**src/rtl/cafea_payout_pkg.sv**
```systemverilog
`default_nettype none
// ============================================================================
// Module   : cafea_payout_pkg
// Purpose  : Shared definitions for the coffee-machine payout executor:
//            FSM state encodings, default parameter values and a small
//            constant helper used to size the shared job timer.
// Ports    : none (package)
// Revision : 1.0  initial release
// ============================================================================
package cafea_payout_pkg;

  // Default parameter values, also used by the vending FSM bench.
  localparam int C_CNT_W_DEF       = 3;
  localparam int C_BREW_CYCLES_DEF = 8;
  localparam int C_TIMEOUT_DEF     = 16;

  localparam int C_STATE_W = 3;

  typedef enum logic [C_STATE_W-1:0] {
    S_IDLE  = 3'd0,
    S_CUP   = 3'd1,
    S_COIN5 = 3'd2,
    S_COIN1 = 3'd3,
    S_GAP   = 3'd4,
    S_HALT  = 3'd5
  } state_t;

  function automatic int f_max(input int a, input int b);
    return (a > b) ? a : b;
  endfunction

endpackage
`default_nettype wire

```
**src/rtl/cafea_payout_if.sv**
```systemverilog
`default_nettype none
// ============================================================================
// Module   : cafea_payout_if
// Purpose  : Bundle of request strobes, hopper handshake, actuator outputs
//            and debug/status signals of the payout executor.
// Ports    : EB/ER1/ER2   request strobes (drink, 1-leu, 5-leu)
//            hopper_ack   hopper has ejected the requested coin
//            cup_go, coin1_go, coin5_go   actuator enables
//            busy, ovf, jam, state        status / debug
//            pend_cup, pend_c1, pend_c5   pending job counts (debug)
//            master: strobe/hopper side, slave: payout executor
// Revision : 1.0  initial release
// ============================================================================
interface cafea_payout_if
  import cafea_payout_pkg::*;
#(
  parameter int CNT_W = C_CNT_W_DEF
) ();

  logic                 EB;
  logic                 ER1;
  logic                 ER2;
  logic                 hopper_ack;
  logic                 cup_go;
  logic                 coin1_go;
  logic                 coin5_go;
  logic                 busy;
  logic                 ovf;
  logic                 jam;
  logic [C_STATE_W-1:0] state;
  logic [CNT_W-1:0]     pend_cup;
  logic [CNT_W-1:0]     pend_c1;
  logic [CNT_W-1:0]     pend_c5;

  modport master (
    output EB, ER1, ER2, hopper_ack,
    input  cup_go, coin1_go, coin5_go, busy, ovf, jam, state,
    input  pend_cup, pend_c1, pend_c5
  );

  modport slave (
    input  EB, ER1, ER2, hopper_ack,
    output cup_go, coin1_go, coin5_go, busy, ovf, jam, state,
    output pend_cup, pend_c1, pend_c5
  );

endinterface
`default_nettype wire

```
**src/rtl/cafea_payout_cnt.sv**
```systemverilog
`default_nettype none
// ============================================================================
// Module   : cafea_payout_cnt
// Purpose  : Saturating up/down pending-job counter.
// Ports    : clk, reset   clock, async active-high reset
//            i_inc        one new request this cycle
//            i_dec        one job completed this cycle
//            o_count      current pending count
//            o_sat        count is at its maximum
// Revision : 1.0  initial release
// ============================================================================
module cafea_payout_cnt
  import cafea_payout_pkg::*;
#(
  parameter int CNT_W = C_CNT_W_DEF
) (
  input  wire logic             clk,
  input  wire logic             reset,
  input  wire logic             i_inc,
  input  wire logic             i_dec,
  output logic      [CNT_W-1:0] o_count,
  output logic                  o_sat
);

  localparam logic [CNT_W-1:0] C_MAX  = '1;
  localparam logic [CNT_W-1:0] C_ZERO = '0;
  localparam logic [CNT_W-1:0] C_ONE  = CNT_W'(1);

  logic [CNT_W-1:0] r_count;

  // Simultaneous inc and dec cancel out, so a completion never loses a
  // request even when the counter is full.
  always_ff @(posedge clk or posedge reset) begin
    if (reset) begin
      r_count <= C_ZERO;
    end else if (i_inc && !i_dec) begin
      if (r_count != C_MAX) r_count <= r_count + C_ONE;
    end else if (i_dec && !i_inc) begin
      if (r_count != C_ZERO) r_count <= r_count - C_ONE;
    end
  end

  assign o_count = r_count;
  assign o_sat   = (r_count == C_MAX);

endmodule
`default_nettype wire

```
**src/rtl/cafea_payout.sv**
```systemverilog
`default_nettype none
// ============================================================================
// Module   : cafea_payout
// Purpose  : Payout executor. Queues drink / coin-return strobes in three
//            pending counters and serves them one at a time: the cup with a
//            timed hold, the coin hoppers with a ready/ack handshake guarded
//            by a timeout. Priority cup > 5-leu > 1-leu, with one idle GAP
//            cycle after every job. A hopper timeout parks the FSM in HALT.
// Ports    : clk    system clock
//            reset  asynchronous active-high reset
//            bus    cafea_payout_if.slave (strobes, ack, actuators, status)
// Revision : 1.0  initial release
// ============================================================================
module cafea_payout
  import cafea_payout_pkg::*;
#(
  parameter int CNT_W       = C_CNT_W_DEF,
  parameter int BREW_CYCLES = C_BREW_CYCLES_DEF,
  parameter int TIMEOUT     = C_TIMEOUT_DEF
) (
  input  wire logic      clk,
  input  wire logic      reset,
  cafea_payout_if.slave  bus
);

  // One timer serves both the brew hold and the hopper timeout.
  localparam int C_TMR_W = $clog2(f_max(BREW_CYCLES, TIMEOUT)) + 1;
  localparam logic [C_TMR_W-1:0] C_BREW_LAST = C_TMR_W'(BREW_CYCLES - 1);
  localparam logic [C_TMR_W-1:0] C_TO_LAST   = C_TMR_W'(TIMEOUT - 1);
  localparam logic [C_TMR_W-1:0] C_TMR_ONE   = C_TMR_W'(1);
  localparam logic [CNT_W-1:0]   C_CNT_ZERO  = '0;

  state_t              r_state;
  logic [C_TMR_W-1:0]  r_timer;
  logic                r_cup_go;
  logic                r_coin1_go;
  logic                r_coin5_go;
  logic                r_ovf;
  logic                r_jam;

  logic [CNT_W-1:0]    w_cnt_cup;
  logic [CNT_W-1:0]    w_cnt_c1;
  logic [CNT_W-1:0]    w_cnt_c5;
  logic                w_sat_cup;
  logic                w_sat_c1;
  logic                w_sat_c5;
  logic                w_dec_cup;
  logic                w_dec_c1;
  logic                w_dec_c5;
  logic                w_ovf_hit;

  // Job completions: last brew cycle, or ack sampled while the matching
  // coin is requested. Ack in any other state has no effect.
  assign w_dec_cup = (r_state == S_CUP)   && (r_timer == C_BREW_LAST);
  assign w_dec_c5  = (r_state == S_COIN5) && bus.hopper_ack;
  assign w_dec_c1  = (r_state == S_COIN1) && bus.hopper_ack;

  // A strobe is lost only when its counter is full and not draining now.
  assign w_ovf_hit = (bus.EB  && w_sat_cup && !w_dec_cup) ||
                     (bus.ER1 && w_sat_c1  && !w_dec_c1)  ||
                     (bus.ER2 && w_sat_c5  && !w_dec_c5);

  cafea_payout_cnt #(.CNT_W(CNT_W)) u_cnt_cup (
    .clk     (clk),
    .reset   (reset),
    .i_inc   (bus.EB),
    .i_dec   (w_dec_cup),
    .o_count (w_cnt_cup),
    .o_sat   (w_sat_cup)
  );

  cafea_payout_cnt #(.CNT_W(CNT_W)) u_cnt_c1 (
    .clk     (clk),
    .reset   (reset),
    .i_inc   (bus.ER1),
    .i_dec   (w_dec_c1),
    .o_count (w_cnt_c1),
    .o_sat   (w_sat_c1)
  );

  cafea_payout_cnt #(.CNT_W(CNT_W)) u_cnt_c5 (
    .clk     (clk),
    .reset   (reset),
    .i_inc   (bus.ER2),
    .i_dec   (w_dec_c5),
    .o_count (w_cnt_c5),
    .o_sat   (w_sat_c5)
  );

  // Actuator enables are registered alongside the state so they drop
  // immediately on async reset and never see a path from the inputs.
  always_ff @(posedge clk or posedge reset) begin
    if (reset) begin
      r_state    <= S_IDLE;
      r_timer    <= '0;
      r_cup_go   <= 1'b0;
      r_coin1_go <= 1'b0;
      r_coin5_go <= 1'b0;
      r_ovf      <= 1'b0;
      r_jam      <= 1'b0;
    end else begin
      if (w_ovf_hit) r_ovf <= 1'b1;

      case (r_state)
        S_IDLE: begin
          r_timer <= '0;
          if (w_cnt_cup != C_CNT_ZERO) begin
            r_state  <= S_CUP;
            r_cup_go <= 1'b1;
          end else if (w_cnt_c5 != C_CNT_ZERO) begin
            r_state    <= S_COIN5;
            r_coin5_go <= 1'b1;
          end else if (w_cnt_c1 != C_CNT_ZERO) begin
            r_state    <= S_COIN1;
            r_coin1_go <= 1'b1;
          end
        end

        S_CUP: begin
          if (r_timer == C_BREW_LAST) begin
            r_state  <= S_GAP;
            r_cup_go <= 1'b0;
          end else begin
            r_timer <= r_timer + C_TMR_ONE;
          end
        end

        S_COIN5, S_COIN1: begin
          // Ack wins over a timeout expiring on the same edge.
          if (bus.hopper_ack) begin
            r_state    <= S_GAP;
            r_coin1_go <= 1'b0;
            r_coin5_go <= 1'b0;
          end else if (r_timer == C_TO_LAST) begin
            r_state    <= S_HALT;
            r_jam      <= 1'b1;
            r_coin1_go <= 1'b0;
            r_coin5_go <= 1'b0;
          end else begin
            r_timer <= r_timer + C_TMR_ONE;
          end
        end

        S_GAP: begin
          r_state <= S_IDLE;
        end

        S_HALT: begin
          r_state <= S_HALT;
        end

        default: begin
          r_state    <= S_IDLE;
          r_cup_go   <= 1'b0;
          r_coin1_go <= 1'b0;
          r_coin5_go <= 1'b0;
        end
      endcase
    end
  end

  assign bus.cup_go   = r_cup_go;
  assign bus.coin1_go = r_coin1_go;
  assign bus.coin5_go = r_coin5_go;
  assign bus.ovf      = r_ovf;
  assign bus.jam      = r_jam;
  assign bus.state    = r_state;
  assign bus.busy     = (r_state != S_IDLE) || (w_cnt_cup != C_CNT_ZERO) ||
                        (w_cnt_c1 != C_CNT_ZERO) || (w_cnt_c5 != C_CNT_ZERO);
  assign bus.pend_cup = w_cnt_cup;
  assign bus.pend_c1  = w_cnt_c1;
  assign bus.pend_c5  = w_cnt_c5;

endmodule
`default_nettype wire

```
**src/flat_wrapper.sv**
```systemverilog
// flat-port wrapper written by rule: the top's interface ports become plain ports
module cafea_payout_flat import cafea_payout_pkg::*;
#(
  parameter int CNT_W       = C_CNT_W_DEF,
  parameter int BREW_CYCLES = C_BREW_CYCLES_DEF,
  parameter int TIMEOUT     = C_TIMEOUT_DEF
)
  (clk, reset, bus_EB, bus_ER1, bus_ER2, bus_hopper_ack, bus_cup_go, bus_coin1_go, bus_coin5_go, bus_busy, bus_ovf, bus_jam, bus_state, bus_pend_cup, bus_pend_c1, bus_pend_c5);
  cafea_payout_if #(.CNT_W(CNT_W)) bus_i ();
  input  wire logic clk;
  input  wire logic reset;
  input wire logic [$bits(bus_i.EB)-1:0] bus_EB;
  input wire logic [$bits(bus_i.ER1)-1:0] bus_ER1;
  input wire logic [$bits(bus_i.ER2)-1:0] bus_ER2;
  input wire logic [$bits(bus_i.hopper_ack)-1:0] bus_hopper_ack;
  output wire logic [$bits(bus_i.cup_go)-1:0] bus_cup_go;
  output wire logic [$bits(bus_i.coin1_go)-1:0] bus_coin1_go;
  output wire logic [$bits(bus_i.coin5_go)-1:0] bus_coin5_go;
  output wire logic [$bits(bus_i.busy)-1:0] bus_busy;
  output wire logic [$bits(bus_i.ovf)-1:0] bus_ovf;
  output wire logic [$bits(bus_i.jam)-1:0] bus_jam;
  output wire logic [$bits(bus_i.state)-1:0] bus_state;
  output wire logic [$bits(bus_i.pend_cup)-1:0] bus_pend_cup;
  output wire logic [$bits(bus_i.pend_c1)-1:0] bus_pend_c1;
  output wire logic [$bits(bus_i.pend_c5)-1:0] bus_pend_c5;
  assign bus_i.EB = bus_EB;
  assign bus_i.ER1 = bus_ER1;
  assign bus_i.ER2 = bus_ER2;
  assign bus_i.hopper_ack = bus_hopper_ack;
  assign bus_cup_go = bus_i.cup_go;
  assign bus_coin1_go = bus_i.coin1_go;
  assign bus_coin5_go = bus_i.coin5_go;
  assign bus_busy = bus_i.busy;
  assign bus_ovf = bus_i.ovf;
  assign bus_jam = bus_i.jam;
  assign bus_state = bus_i.state;
  assign bus_pend_cup = bus_i.pend_cup;
  assign bus_pend_c1 = bus_i.pend_c1;
  assign bus_pend_c5 = bus_i.pend_c5;
  cafea_payout #(.CNT_W(CNT_W), .BREW_CYCLES(BREW_CYCLES), .TIMEOUT(TIMEOUT)) u_core (.clk(clk), .reset(reset), .bus(bus_i));
endmodule
```
**config.mk**
```make
export PLATFORM = sky130hd
export DESIGN_NAME = cafea_payout_flat
export DESIGN_NICKNAME = d
export VERILOG_FILES = /design/src/rtl/cafea_payout_pkg.sv /design/src/rtl/cafea_payout_if.sv /design/src/rtl/cafea_payout_cnt.sv /design/src/rtl/cafea_payout.sv /design/src/flat_wrapper.sv
export SDC_FILE = /design/constraint.sdc
export NUM_CORES = 1
export LEC_CHECK = 0
export BUFFER_PORTS_ARGS = -buffer_cell sky130_fd_sc_hd__buf_4
export CAP_MARGIN = 20
export CORE_MARGIN = 8
export CORE_UTILIZATION = 30
export CTS_BUF_LIST = sky130_fd_sc_hd__clkbuf_8
export DETAILED_ROUTE_END_ITERATION = 8
export PLACE_DENSITY = 0.54
export RECOVER_POWER = 50
export SKIP_CTS_REPAIR_TIMING = 1
export SYNTH_ARGS = -nofsm -noshare
export SYNTH_HDL_FRONTEND = slang
export SYNTH_SLANG_ARGS = --single-unit
```
**constraint.sdc**
```tcl
create_clock -name clk -period 3.1 [get_ports clk]
set_clock_uncertainty 0.15 [all_clocks]
set_input_delay 0.62 -clock clk [delete_from_list [all_inputs] [get_ports clk]]
set_output_delay 0.62 -clock clk [all_outputs]
set_load 0.05 [all_outputs]
```
==> results of run 1 <==
logic make-up (layout without fill, tap and decap cells):
group | Yosys count | in the layout | share of synthesized area
AOI/OAI and AO/OA | 48 | 48 | 0.206
xor gates and xnor gates | 1 | 1 | 0.00604
adders and majority gates | 9 | 9 | 0.0880
buffers and inverters | 21 | 43 | 0.0656
DFF | 22 | 22 | 0.380
muxes | 4 | 4 | 0.0276
and+or+nand+nor | 60 | 60 | 0.227
power by group through the flow:
stage	Clock (mW)	Sequential, mW	Combinational [mW]
floorplan	0	0.781	0.494
global placement	0	0.572	0.957
detailed placement	0	0.570	0.958
CTS	0.287	0.565	0.959
global route	0.295	0.598	1.03
finish	0.276	0.566	0.937
final cells by class:
class / count / area [um^2]
timing repair buffer: 24 / 161
fill: 512 / 2980
inverter: 15 / 56.3
clock inverter: 1 / 30.0
clock buffer: 3 / 41.3
sequential: 22 / 551
tap: 54 / 67.6
multi-input combinational: 122 / 803
layer usage:
metal  track usage  wire [um]  up-vias
li1              -          -      646
met5             0          0        -
met2         0.147       1450       26
met1         0.132       1700      578
met3        0.0220        132        4
met4        0.0287         38        0
registers in the layout (all words and copies together) (netlist names):
name,cells
u_core.bus.coin1_go,1
u_core.u_cnt_cup.o_count,3
u_core.bus.cup_go,1
u_core.bus.state,3
u_core.bus.coin5_go,1
u_core.u_cnt_c5.o_count,3
u_core.r_timer,5
u_core.bus.ovf,1
u_core.u_cnt_c1.o_count,3
u_core.bus.jam,1
worst max-delay path, stage by stage (launching register included):
cell                       delay (ps)
sky130_fd_sc_hd__dfrtp_1          390
sky130_fd_sc_hd__ha_1             210
sky130_fd_sc_hd__and4bb_1         230
sky130_fd_sc_hd__nand3b_1         110
sky130_fd_sc_hd__or2_4            270
sky130_fd_sc_hd__ha_1             220
sky130_fd_sc_hd__xnor2_1          140
sky130_fd_sc_hd__ha_1             180
sky130_fd_sc_hd__a21oi_1          140
sky130_fd_sc_hd__mux2i_1          270
sky130_fd_sc_hd__mux2i_1          200
sky130_fd_sc_hd__o311ai_0         130
metrics by stage:
stage                util  cells  instance area (um^2)  total power, mW
global route        0.365    241                  1710             1.92
detailed placement  0.354    237                  1660             1.53
CTS                 0.369    241                  1730             1.81
finish              0.365    241                  1710             1.78
global placement    0.354    237                  1660             1.53
floorplan               -    165                  1450             1.28
layout by cell type (no fill, tap or decap), types with 2 or more instances in the layout:
cell / n
sky130_fd_sc_hd__nor2b_1: 5
sky130_fd_sc_hd__and3_1: 2
sky130_fd_sc_hd__o22ai_1: 3
sky130_fd_sc_hd__dfrtp_1: 22
sky130_fd_sc_hd__buf_4: 18
sky130_fd_sc_hd__nand3_1: 6
sky130_fd_sc_hd__a21oi_1: 9
sky130_fd_sc_hd__o21ai_0: 19
sky130_fd_sc_hd__a211oi_1: 2
sky130_fd_sc_hd__nand2_1: 8
sky130_fd_sc_hd__or3_1: 4
sky130_fd_sc_hd__mux2i_1: 4
sky130_fd_sc_hd__fa_1: 2
sky130_fd_sc_hd__nand3b_1: 3
sky130_fd_sc_hd__a31oi_1: 2
sky130_fd_sc_hd__o31a_1: 3
sky130_fd_sc_hd__nor3_1: 8
sky130_fd_sc_hd__nand4_1: 4
sky130_fd_sc_hd__nor2_1: 12
sky130_fd_sc_hd__clkbuf_8: 3
sky130_fd_sc_hd__o31ai_1: 2
sky130_fd_sc_hd__inv_1: 15
sky130_fd_sc_hd__clkbuf_1: 5
sky130_fd_sc_hd__ha_1: 7
cell usage after synthesis (3+ instances only):
master                     count
sky130_fd_sc_hd__nand3b_1      3
sky130_fd_sc_hd__nor2b_1       5
sky130_fd_sc_hd__a21oi_1       9
sky130_fd_sc_hd__nand4_1       4
sky130_fd_sc_hd__o22ai_1       3
sky130_fd_sc_hd__o21ai_0      19
sky130_fd_sc_hd__or3_1         4
sky130_fd_sc_hd__ha_1          7
sky130_fd_sc_hd__nand2_1       8
sky130_fd_sc_hd__nand3_1       6
sky130_fd_sc_hd__nor3_1        8
sky130_fd_sc_hd__o31a_1        3
sky130_fd_sc_hd__inv_1        15
sky130_fd_sc_hd__mux2i_1       4
sky130_fd_sc_hd__dfrtp_1      22
sky130_fd_sc_hd__nor2_1       12
path summary, 6_finish.rpt:
kind | endpoint | cells after the start | from | slack (ps)
setup / recovery | u_core.u_cnt_cup.o_count[2] | 11 | u_core.r_timer[0] | 340
hold / removal | u_core.bus.jam | 1 | u_core.bus.jam | 330
setup reg to reg | u_core.u_cnt_cup.o_count[2] | 11 | u_core.r_timer[0] | 340
hold reg to reg | u_core.bus.jam | 1 | u_core.bus.jam | 330
max in group asynchronous | u_core.u_cnt_c1.o_count[2] | 2 | reset | 1890
min in group asynchronous | u_core.u_cnt_cup.o_count[2] | 2 | reset | 370
==> parameters.txt, run 1 <==
Parameter                              Value

Route
  Total number of vias    1,254
  Remaining routing DRC violations    0
  DR iter-0 viols    87
  Post-DR vias/cell    5.20
  Final routed wirelength across all metal layers    3330 um
  Wire per inst    13.8 um
  Post-route antenna net violation count    0
  Drt pass-1 iters    4

Final layout
  Layout cells sized above 1    0.155
  Count of nets after finishing    203
  Area delta synth->final    17.9%
  Antenna diodes    0

Synthesis
  Top cells by area, synth    sky130_fd_sc_hd__dfrtp_1 38%, sky130_fd_sc_hd__o21ai_0 6.6%, sky130_fd_sc_hd__ha_1 6.0%, sky130_fd_sc_hd__inv_1 3.9%, sky130_fd_sc_hd__a21oi_1 3.1%
  Post-Synthesis Net Count    180
  Sequential element share of the synthesized area    0.380
  Top-area cell type share of the netlist area    0.380
  Combined area of all synthesized cells    1450 um^2
  Number of unique standard cell types used by synthesis    41
  Share of synthesized flip-flops with an asynchronous set or reset    1.00
  Cell accounting for the most synthesized area    sky130_fd_sc_hd__dfrtp_1
  Syn Area/Cell    8.79 um^2
  Number of warnings issued by yosys    0
  Main synth FF type    sky130_fd_sc_hd__dfrtp_1
  Mapped Cells    165
  Flip-flop and latch count after synthesis    22
  Count of flip-flops with a built-in enable after synthesis    0

Power and ir drop
  Maximum vdd drop    0.000421 V
  Switching power share of the total    0.498
  Net load switching power    886 uW
  Leakage power    0.740 nW
  Comb power frac    0.527
  Proportion of power drawn by flip-flops and latches    0.318
  Power per Cell Area    1040 nW/um^2
  Proportion of power drawn by the clock network    0.155
  Design internal power    893 uW

GRT
  Pin count of the biggest net entering global routing    23
  Global-route wire length before repair    5840 um
  Number of antenna violations at the first check in global routing    0
  Via count of the first global-routing pass    1,167
  Final global-route overflow total    0
  Tot GR Track Use    0.0965

Placement
  Final RePlAce weighted congestion    0.763
  Pre-CTS WS    357 ps
  HPWL after DPL    2510 um
  Port Buf Inserts    23

Clocking
  CTS tree    built
  Worst-Skew Late Latency    270 ps
  CTS sink cnt    22
  Cts bufs inserted    3
  Count of H-tree levels built during CTS    1
  Clock-pin slew reported for the worst setup and hold paths after clock tree synthesis    80 ps
  CTS root buf    sky130_fd_sc_hd__clkbuf_8
  Clock tree buffer depth    2

Worst setup path
  Top fanout value on the critical path    4
  Arrival time reported for the critical path endpoint    2750 ps
  Required time of the worst setup path    3090 ps
  Startpoint kind of the worst setup timing path    flip-flop
  Startpoint-to-endpoint class of the critical path    reg -> reg
  CP Capture Type    flip-flop

Die
  Overall die height    85.5 um
  Initial Utilization    0.309
  Area of the core    4690 um^2
  I/O pin cnt    24
  # rows    25
  Overall die area    7310 um^2
  Die X    85.5 um

Timing
  Number of max-slew violations in the final report    0
  Slew @ Worst Pin    867 ps
  RSZ-0062 raised after global routing    no
  Number of endpoints with negative hold slack in the final report    0
  Total negative slack    0 ps
  Min cycle time layout    2760 ps
  Min Hold Slack    332 ps
  Post-route clock period utilization    0.889
  PnR worst setup slack    343 ps
  Final count of negative-setup-slack endpoints    0
  Timing-limited maximum frequency    0.363 GHz
  Max transition margin    0.421

Hold path
  Hold crit path type    reg -> reg

Run
  Number of maximum-capacitance violations    0

Status
  Status    finished clean
Note: power is estimated with default switching activity, not from simulation.
==> run 2: changes to the inputs <==
--- a/constraint.sdc
+++ b/constraint.sdc
@@ -3,3 +3,3 @@
 set_input_delay 0.62 -clock clk [delete_from_list [all_inputs] [get_ports clk]]
 set_output_delay 0.62 -clock clk [all_outputs]
-set_load 0.05 [all_outputs]
+set_load 0.02 [all_outputs]
==> run 2 against run 1 <==
  * Combinational power is 22% lower
  * Die area did not move
  * Non-clock buffer count unchanged
  * Final area shrank 0.22%
  * Via count stayed put
  * Fmax stayed put
  * Largest power group unchanged
  * Sequential share of layout area increased by 0.071 points
  * Sequential cell count is the same
  * Cell count stayed put
  * Global-route usage unchanged
  * Routed wire length unchanged
  * Count of clock-buffer cells in the layout is the same
==> parameters.txt, run 2 (synthesis gave the netlist of run 1 again) <==
Parameter                              Value

Status
  Status    finished clean

Die
  Area of the core    4690 um^2
  Die X    85.5 um
  # rows    25
  Initial Utilization    0.309
  Overall die area    7310 um^2
  I/O pin cnt    24
  Overall die height    85.5 um

Power and ir drop
  Power per Cell Area    924 nW/um^2
  Leakage power    0.736 nW
  Maximum vdd drop    0.000401 V
  Tot Pwr    1.58 mW

Worst setup path
  Worst r2r dst    u_core.u_cnt_cup.o_count[2]
  Cells along the critical path    ha_1 > and4bb_1 > nand3b_1 > or2_4 > ha_1 > xnor2_1 > ha_1 > a21oi_1 > mux2i_1 > mux2i_1 > o311ai_0
  R2R Setup Slk    340 ps
  Top fanout value on the critical path    4
  CP max stage cell    sky130_fd_sc_hd__dfrtp_1
  CP Capture Type    flip-flop
  Startpoint-to-endpoint class of the critical path    reg -> reg
  Launch point of the critical path    u_core.r_timer[0]
  Number of cell instances on the worst register-to-register path    11
  Startpoint kind of the worst setup timing path    flip-flop
  Timing endpoint of the critical path    u_core.u_cnt_cup.o_count[2]
  Most prevalent standard cell on the critical path    sky130_fd_sc_hd__ha_1
  Worst path max stage delay    390 ps
  Startpoint of the worst-slack reg-to-reg timing path    u_core.r_timer[0]
  Arrival time reported for the critical path endpoint    2750 ps
  Required time of the worst setup path    3090 ps

Final layout
  Antenna diodes    0
  Most frequent standard cell in the layout excluding fill and tap cells    sky130_fd_sc_hd__dfrtp_1
  Count of nets after finishing    203
  Number of fillers in the final layout    514
  Layout cells sized above 1    0.150
  Commonest cells after routing, fill and taps aside    22 x sky130_fd_sc_hd__dfrtp_1, 19 x sky130_fd_sc_hd__o21ai_0, 17 x sky130_fd_sc_hd__buf_4
  Largest register FFs    5
  Top register by number of flip-flops    u_core.r_timer
  Area delta synth->final    17.7%

Route
  Remaining routing DRC violations    0
  Drt pass-1 iters    4
  Total number of vias    1,254
  Wire per inst    13.8 um
  Final routed wirelength across all metal layers    3330 um
  Post-route antenna net violation count    0
  DR iter-0 viols    87
  Post-DR vias/cell    5.20

GRT
  Via count of the first global-routing pass    1,167
  Final global-route overflow total    0
  Global-route wire length before repair    5840 um
  Tot GR Track Use    0.0965
  Number of antenna violations at the first check in global routing    0
  Pin count of the biggest net entering global routing    23

Clocking
  Clock-pin slew reported for the worst setup and hold paths after clock tree synthesis    80 ps
  Count of H-tree levels built during CTS    1
  CTS tree    built
  Clock tree buffer depth    2
  CTS sink cnt    22
  Cts bufs inserted    3
  Worst-Skew Late Latency    270 ps
  CTS root buf    sky130_fd_sc_hd__clkbuf_8

Timing
  Number of endpoints with negative hold slack in the final report    0
  Slew @ Worst Pin    867 ps
  Number of max-slew violations in the final report    0
  Min cycle time layout    2760 ps
  Total negative slack    0 ps
  RSZ-0062 raised after global routing    no
  Max transition margin    0.421
  Timing-limited maximum frequency    0.363 GHz
  Min Hold Slack    332 ps
  Final count of negative-setup-slack endpoints    0
  Post-route clock period utilization    0.889

Run
  Number of maximum-capacitance violations    0

Placement
  Final RePlAce weighted congestion    0.763
  Port Buf Inserts    23
  HPWL after DPL    2510 um

Hold path
  Hold crit path type    reg -> reg
==> run 2: changes by cell type in the layout (fill, tap and decap cells not counted), sizes merged <==
cell	previous run	this run
buf	18	17
clkbuf	9	10
==> run 2: how the worst min path moves through the flow <==
stage | from | to | slack (ps) | cells after the start
after detailed placement | u_core.bus.jam | u_core.bus.jam | 320 | 1
after floorplan | u_core.r_timer[3] | u_core.r_timer[3] | 300 | 1
after global placement | u_core.bus.jam | u_core.bus.jam | 330 | 1
after CTS | u_core.bus.jam | u_core.bus.jam | 340 | 1
final | u_core.bus.jam | u_core.bus.jam | 330 | 1
after global routing | u_core.bus.jam | u_core.bus.jam | 370 | 1
==> run 2: metrics by stage <==
step                      cell area, um^2  cells  setup slack (ps)  utilization
final                                1710    241               343        0.364
after floorplan                      1450    165               518            -
after global routing                 1710    241              44.4        0.364
after CTS                            1730    241               341        0.369
after global placement               1660    237               398        0.354
after detailed placement             1660    237               357        0.354
==> run 2: worst max-delay path, delay by kind of cell, from the launching register on <==
family                   cells  cell delay [ps]
AND/OR/NAND/NOR              3              610
adder cells (fa/ha/maj)      3              610
multiplexers                 2              470
flip-flops                   1              390
AO/OA/AOI/OAI                2              270
XOR/XNOR                     1              140
==> run 2: cell type report <==
type                            instances  area, um^2  share of cell area
Sequential cell                        22         551               0.323
Multi-Input combinational cell        122         803               0.471
Tap cell                               54        67.6              0.0396
Inverter                               15        56.3              0.0330
Timing Repair Buffer                   24         158              0.0924
Clock inverter                          1        30.0              0.0176
Clock buffer                            3        41.3              0.0242
==> run 2: power breakdown <==
group | internal, mW | leakage [nW] | total, mW | switching (mW)
clock | 0.173 | 0.0357 | 0.276 | 0.104
sequential | 0.385 | 0.266 | 0.566 | 0.181
combinational | 0.328 | 0.434 | 0.735 | 0.407
==> run 2: metal layers <==
layer,track usage,vias to the layer above,share of wire
met3,0.0220,4,0.040
met5,0,-,0
met2,0.147,26,0.44
met4,0.0287,0,0.011
met1,0.132,578,0.51
li1,-,646,-
